### config.mk
export PLATFORM = sky130hd
export DESIGN_NAME = dw_feature_streamer_flat
export DESIGN_NICKNAME = d
export VERILOG_FILES = /design/src/rtl/dw_feature_streamer_if.sv /design/src/rtl/dw_feature_streamer.sv /design/src/flat_wrapper.sv
export SDC_FILE = /design/constraint.sdc
export NUM_CORES = 1
export LEC_CHECK = 0
export BUFFER_PORTS_ARGS = -buffer_cell sky130_fd_sc_hd__buf_4
export CAP_MARGIN = 10
export CORE_ASPECT_RATIO = 0.75
export CORE_MARGIN = 2
export CORE_UTILIZATION = 30
export CTS_CLUSTER_DIAMETER = 30
export DETAILED_ROUTE_END_ITERATION = 10
export PLACE_DENSITY_LB_ADDON = 0.15
export SLEW_MARGIN = 20
export SYNTH_ARGS = -nofsm -noshare
export SYNTH_HDL_FRONTEND = slang
export SYNTH_SLANG_ARGS = --single-unit
### constraint.sdc
create_clock -name clk -period 3.8 [get_ports clk]
set_input_delay 0.38 -clock clk [delete_from_list [all_inputs] [get_ports clk]]
set_output_delay 0.38 -clock clk [all_outputs]
set_load 0.01 [all_outputs]
### src/rtl/dw_feature_streamer_if.sv
// Feature-buffer read port plus the pixel stream and row-buffer length control
// that dw_feature_streamer drives towards the window generator.
interface dw_feature_streamer_if #(
    parameter int DATA_WIDTH      = 8,
    parameter int OUT_CHANNEL_NUM = 18,
    parameter int ADDR_WIDTH      = 17,
    parameter int DEPTH           = 9
);
    logic                                  rd_en;
    logic [ADDR_WIDTH-1:0]                 rd_addr;
    logic [OUT_CHANNEL_NUM*DATA_WIDTH-1:0] rd_data;
    logic [OUT_CHANNEL_NUM*DATA_WIDTH-1:0] data_out;
    logic                                  valid_out;
    logic [DEPTH-1:0]                      buff_len_ctrl;
    logic                                  buff_len_rst;

    modport master (
        output rd_en, rd_addr, data_out, valid_out, buff_len_ctrl, buff_len_rst,
        input  rd_data
    );

    modport slave (
        input  rd_en, rd_addr, data_out, valid_out, buff_len_ctrl, buff_len_rst,
        output rd_data
    );
endinterface

### src/rtl/dw_feature_streamer.sv
// Streams a stored feature map in raster order, one pixel per cycle, with an
// optional 1-pixel zero border; also loads the downstream row-buffer length.
module dw_feature_streamer #(
    parameter int DATA_WIDTH      = 8,
    parameter int OUT_CHANNEL_NUM = 18,
    parameter int MAX_WIDTH       = 320,
    parameter int MAX_HEIGHT      = 320,
    parameter int ADDR_WIDTH      = 17,
    parameter int DEPTH           = $clog2(MAX_WIDTH)
) (
    input  logic                              clk,
    input  logic                              rstn,
    input  logic                              start,
    input  logic [$clog2(MAX_WIDTH+1)-1:0]    img_width,
    input  logic [$clog2(MAX_HEIGHT+1)-1:0]   img_height,
    input  logic                              pad_en,
    output logic                              busy,
    output logic                              done,
    dw_feature_streamer_if.master             fbus
);
    localparam int WW  = $clog2(MAX_WIDTH + 1);
    localparam int HW  = $clog2(MAX_HEIGHT + 1);
    localparam int EWW = WW + 2;
    localparam int EHW = HW + 2;

    typedef enum logic [2:0] {
        S_IDLE,
        S_CFG,
        S_STREAM,
        S_DRAIN,
        S_FAIL
    } state_t;

    state_t                  state_q, state_d;
    logic [EWW-1:0]          ew_q, ew_d, c_q, c_d;
    logic [EHW-1:0]          eh_q, eh_d, r_q, r_d;
    logic                    pad_q, pad_d;
    logic [ADDR_WIDTH-1:0]   addr_q, addr_d;
    logic [DEPTH-1:0]        blc_q, blc_d;
    logic                    blr_q, blr_d;
    logic                    vld_q, vld_d;
    logic                    bdr_q, bdr_d;
    logic                    done_q, done_d;

    logic [EWW-1:0]          ew_n;
    logic [EHW-1:0]          eh_n;
    logic                    cfg_ok, col_end, row_end, border;

    always_comb begin
        ew_n    = EWW'(img_width) + (pad_en ? EWW'(2) : '0);
        eh_n    = EHW'(img_height) + (pad_en ? EHW'(2) : '0);
        cfg_ok  = (img_width != '0) && (img_height != '0)
               && (ew_n >= EWW'(3)) && (eh_n >= EHW'(3))
               && (img_width <= WW'(MAX_WIDTH)) && (img_height <= HW'(MAX_HEIGHT));
        col_end = (c_q == ew_q - EWW'(1));
        row_end = (r_q == eh_q - EHW'(1));
        border  = pad_q && ((c_q == '0) || (r_q == '0) || col_end || row_end);

        state_d = state_q;
        ew_d    = ew_q;
        eh_d    = eh_q;
        c_d     = c_q;
        r_d     = r_q;
        pad_d   = pad_q;
        addr_d  = addr_q;
        blc_d   = blc_q;
        blr_d   = 1'b0;
        vld_d   = 1'b0;
        bdr_d   = 1'b0;
        done_d  = 1'b0;

        case (state_q)
            S_IDLE: begin
                if (start) begin
                    if (cfg_ok) begin
                        state_d = S_CFG;
                        ew_d    = ew_n;
                        eh_d    = eh_n;
                        pad_d   = pad_en;
                        c_d     = '0;
                        r_d     = '0;
                        addr_d  = '0;
                        blc_d   = DEPTH'(ew_n - EWW'(2));
                        blr_d   = 1'b1;
                    end else begin
                        state_d = S_FAIL;
                        done_d  = 1'b1;
                    end
                end
            end
            S_CFG: state_d = S_STREAM;
            S_STREAM: begin
                vld_d = 1'b1;
                bdr_d = border;
                if (!border) addr_d = addr_q + ADDR_WIDTH'(1);
                if (col_end) begin
                    c_d = '0;
                    if (row_end) state_d = S_DRAIN;
                    else         r_d = r_q + EHW'(1);
                end else begin
                    c_d = c_q + EWW'(1);
                end
            end
            S_DRAIN: begin
                state_d = S_IDLE;
                done_d  = 1'b1;
            end
            default: state_d = S_IDLE;
        endcase
    end

    always_ff @(posedge clk or negedge rstn) begin
        if (!rstn) begin
            state_q <= S_IDLE;
            ew_q    <= '0;
            eh_q    <= '0;
            c_q     <= '0;
            r_q     <= '0;
            pad_q   <= 1'b0;
            addr_q  <= '0;
            blc_q   <= '0;
            blr_q   <= 1'b0;
            vld_q   <= 1'b0;
            bdr_q   <= 1'b0;
            done_q  <= 1'b0;
        end else begin
            state_q <= state_d;
            ew_q    <= ew_d;
            eh_q    <= eh_d;
            c_q     <= c_d;
            r_q     <= r_d;
            pad_q   <= pad_d;
            addr_q  <= addr_d;
            blc_q   <= blc_d;
            blr_q   <= blr_d;
            vld_q   <= vld_d;
            bdr_q   <= bdr_d;
            done_q  <= done_d;
        end
    end

    // The buffer's read register is the output stage; only the valid/border
    // flags are delayed here to line up with rd_data.
    assign fbus.rd_en         = (state_q == S_STREAM) && !border;
    assign fbus.rd_addr       = addr_q;
    assign fbus.data_out      = (vld_q && !bdr_q) ? fbus.rd_data : '0;
    assign fbus.valid_out     = vld_q;
    assign fbus.buff_len_ctrl = blc_q;
    assign fbus.buff_len_rst  = blr_q;
    assign busy               = (state_q == S_CFG) || (state_q == S_STREAM) || (state_q == S_DRAIN);
    assign done               = done_q;
endmodule

### src/flat_wrapper.sv
// flat-port wrapper written by rule: the top's interface ports become plain ports
module dw_feature_streamer_flat 
#(
    parameter int DATA_WIDTH      = 8,
    parameter int OUT_CHANNEL_NUM = 18,
    parameter int MAX_WIDTH       = 320,
    parameter int MAX_HEIGHT      = 320,
    parameter int ADDR_WIDTH      = 17,
    parameter int DEPTH           = $clog2(MAX_WIDTH)
)
  (clk, rstn, start, img_width, img_height, pad_en, busy, done, fbus_rd_en, fbus_rd_addr, fbus_data_out, fbus_valid_out, fbus_buff_len_ctrl, fbus_buff_len_rst, fbus_rd_data);
  dw_feature_streamer_if #(.DATA_WIDTH(DATA_WIDTH), .OUT_CHANNEL_NUM(OUT_CHANNEL_NUM), .ADDR_WIDTH(ADDR_WIDTH), .DEPTH(DEPTH)) fbus_i ();
  input  logic clk;
  input  logic rstn;
  input  logic start;
  input  logic [$clog2(MAX_WIDTH+1)-1:0] img_width;
  input  logic [$clog2(MAX_HEIGHT+1)-1:0] img_height;
  input  logic pad_en;
  output logic busy;
  output logic done;
  output wire logic [$bits(fbus_i.rd_en)-1:0] fbus_rd_en;
  output wire logic [$bits(fbus_i.rd_addr)-1:0] fbus_rd_addr;
  output wire logic [$bits(fbus_i.data_out)-1:0] fbus_data_out;
  output wire logic [$bits(fbus_i.valid_out)-1:0] fbus_valid_out;
  output wire logic [$bits(fbus_i.buff_len_ctrl)-1:0] fbus_buff_len_ctrl;
  output wire logic [$bits(fbus_i.buff_len_rst)-1:0] fbus_buff_len_rst;
  input wire logic [$bits(fbus_i.rd_data)-1:0] fbus_rd_data;
  assign fbus_rd_en = fbus_i.rd_en;
  assign fbus_rd_addr = fbus_i.rd_addr;
  assign fbus_data_out = fbus_i.data_out;
  assign fbus_valid_out = fbus_i.valid_out;
  assign fbus_buff_len_ctrl = fbus_i.buff_len_ctrl;
  assign fbus_buff_len_rst = fbus_i.buff_len_rst;
  assign fbus_i.rd_data = fbus_rd_data;
  dw_feature_streamer #(.DATA_WIDTH(DATA_WIDTH), .OUT_CHANNEL_NUM(OUT_CHANNEL_NUM), .MAX_WIDTH(MAX_WIDTH), .MAX_HEIGHT(MAX_HEIGHT), .ADDR_WIDTH(ADDR_WIDTH), .DEPTH(DEPTH)) u_core (.clk(clk), .rstn(rstn), .start(start), .img_width(img_width), .img_height(img_height), .pad_en(pad_en), .busy(busy), .done(done), .fbus(fbus_i));
endmodule
==> impl_metrics.yaml <==
route:
  post-route-drc-count: 0
  routedWlPerCell_um: 20.4
  drt_wl_total_um: 26700
  ant_nets: 0
  first_iter_violations: 355
  viasPerCell: 4.94
  first_pass_iters: 5
  vias: 6470
critical_path:
  path_class: "reg -> out"
  r2r_cells: 10
  critPathRequiredTime_ns: 3.42
  r2r-end: "u_core.r_q[5]"
  cp.arrival_ns: 3.25
  crit_fanout: 18
  r2r_slack_ns: 0.37
  r2r_start: "u_core.ew_q[1]"
  endpoint_kind: "primary output"
  cp-start-kind: "register"
timing:
  tightest_slew_ns: 0.982
  rsz0062_at_grt: "no"
  setup_viol: 0
  max_freq_ghz: 0.276
  fin_setup_tns_ns: 0
  slew_headroom_pct: 34.5
  hold_viol: 0
  fin_crit_sh_pct: 95.4
  setup_ws_ns: 0.175
  period_needed_ns: 3.63
  skew_ns: 0.00406
  drv_slew: 0
clocking:
  post_cts_buffers: 0
  cts_max_path_buffers: 2
  ctsHoldBuffers: 0
  tritoncts: "yes"
  path_clk_slew_ns: 0.06
  cts_buffers: 9
  htree_levels: 3
  cts_sinks: 75
  clkLatencyLatePin_ns: 0.34
  cts-root-buf: "clkbuf_16"
  cts_resized: 1
final_layout:
  postLayoutCoreUtil_pct: 47.8
  layout-drive-gt1-share_pct: 36.1
  layout_commonest_cell: "buf_4"
  fin_area_mm2: 0.00892
  syn_to_final_growth_pct: 54.1
  final_cell_mix: "buf_4 (353), and2_1 (151), nand2_1 (77), dfrtp_1 (75), o21ai_0 (45)"
  fillCellCount: 1886
  finalNetCount: 1233
yosys:
  synth-main-ff-cell: "dfrtp_1"
  ys_seq_area_share_pct: 32.4
  syn-cell-area_mm2: 0.00579
  synth_cell_types: 60
  postSynthCellCount: 731
  synth.ff_latch_count: 75
  synth_area_per_cell_um2: 7.92
  synth-edff-count: 0
  ys_async_sr_fraction_pct: 100
  synth_fp_nets: 910
  yosys_warnings: 0
grt:
  antenna_found_initial: 4
  grt_max_degree: 76
  grt.overflow.total: 0
  grt_usage_pct: 25.4
  first_global_vias: 5995
  grt_pass1_wl_um: 38500
die:
  die-area_mm2: 0.0204
  initial_core_util_pct: 31.0
  die_h_um: 124
  core-area_mm2: 0.0187
  row_count: 43
  pin_count: 341
  die_w_um: 164
outcome:
  status: "finished clean"
power:
  peakVddDrop_mv: 0.229
  power_leakage_nw: 4.34
  power_per_cell_area_mw_per_mm2: 552
run:
  maxCapViolations: 0
placed_design:
  place_hpwl_um: 21900
  place_congestion: 0.976
  dp_slack_ns: 0.336
  post_dp_cell_area_mm2: 0.00860
  port_buffers: 340
min_path:
  min_path_type: "in -> async"
-- metrics by stage --
step                power, W  cells  hold slack (ns)
floorplan            0.00268    731           0.0844
global placement     0.00403   1290            0.470
detailed placement   0.00404   1290            0.472
CTS                  0.00494   1306            0.231
global route         0.00526   1310            0.278
finish               0.00492   1310            0.201
-- registers in the layout (all words and copies together) (netlist names) --
name,flops
u_core.fbus.valid_out,1
u_core.pad_q,1
u_core.fbus.buff_len_ctrl,9
u_core.bdr_q,1
u_core.ew_q,9
u_core.fbus.buff_len_rst,1
u_core.state_q,3
u_core.eh_q,10
u_core.fbus.rd_addr,17
u_core.r_q,11
u_core.done,1
u_core.c_q,11
-- worst max path at each step --
stage,start,endpoint,slack (ns),cells after the start
after global placement,u_core.ew_q[1],u_core.fbus.rd_addr[5],0.44,11
after detailed placement,u_core.ew_q[1],u_core.fbus.rd_addr[5],0.34,11
final,u_core.ew_q[1],fbus_rd_en,0.17,10
after CTS,u_core.ew_q[1],fbus_rd_en,0.11,10
after floorplan,u_core.fbus.buff_len_ctrl[0],u_core.fbus.rd_addr[13],0.32,13
after global routing,u_core.ew_q[1],fbus_rd_en,0.01,10
-- cell families after synthesis --
kind of cell               Yosys count  synth area share, %
xor gates and xnor gates            41                 6.21
adders and majority gates           13                 2.81
DFF                                 75                 32.4
and+or+nand+nor                    398                 38.2
muxes                               10                 1.75
buffers and inverters               66                 4.63
AOI/OAI and AO/OA                  128                 13.9
-- cells in the mapped netlist (2+ instances only) --
cell	instances	area [um2]
a2111oi_0	2	17.5
a211oi_1	3	22.5
a21boi_0	2	15.0
a21o_1	3	22.5
a21oi_1	21	105
a221oi_1	2	17.5
a22o_1	2	17.5
a31oi_1	7	43.8
and2_1	151	945
and3_1	13	81.3
and4_1	3	26.3
buf_1	3	11.3
buf_6	2	22.5
clkbuf_1	35	131
dfrtp_1	75	1880
ha_1	13	163
inv_1	23	86.3
mux2i_1	9	90.1
nand2_1	78	293
nand2b_1	6	37.5
nand3_1	23	115
nand4_1	5	31.3
nand4b_1	2	17.5
nor2_1	35	131
nor2b_1	6	37.5
nor3_1	20	100
nor4_1	16	100
o211ai_1	8	60.1
o21a_1	2	15.0
o21ai_0	45	225
o22ai_1	2	12.5
o31a_1	4	35.0
o31ai_1	16	120
or2_2	3	18.8
or3_1	8	50.1
or4_1	20	150
xnor2_1	26	228
xor2_1	15	131
-- final cells by class --
type / count / area, um2 / area share [%]
multi-input combinational: 590 / 3660 / 41.0
timing repair buffer: 354 / 2670 / 29.9
sequential: 75 / 1880 / 21.0
tap: 247 / 309 / 3.46
clock buffer: 10 / 239 / 2.68
inverter: 24 / 90.1 / 1.01
clock inverter: 6 / 63.8 / 0.715
antenna: 4 / 10.0 / 0.112
-- power breakdown --
group          leakage [nW]  internal, W  total (W)  switching, W
logic                  3.20      0.00133    0.00278       0.00145
registers             0.990     0.000993    0.00126      0.000262
clock network         0.145     0.000527   0.000887      0.000361
total                  4.34      0.00285    0.00492       0.00207
-- per-layer routing --
layer  share of wire [%]  global-route usage [%]
met5                   0                       0
met4                 2.3                    8.59
met3                 5.6                    4.50
met2                  50                    42.4
met1                  42                    33.0
-- worst max-delay path: stages (launching register included) --
cell     delay (ns)
dfrtp_1        0.45
inv_1          0.10
ha_1           0.15
or4b_1         0.51
or4_1          0.45
xor2_1         0.16
and4_4         0.19
and2_4         0.18
o31a_4         0.42
nor2_1         0.15
buf_4          0.14
Note: power is estimated with default switching activity, not from simulation.
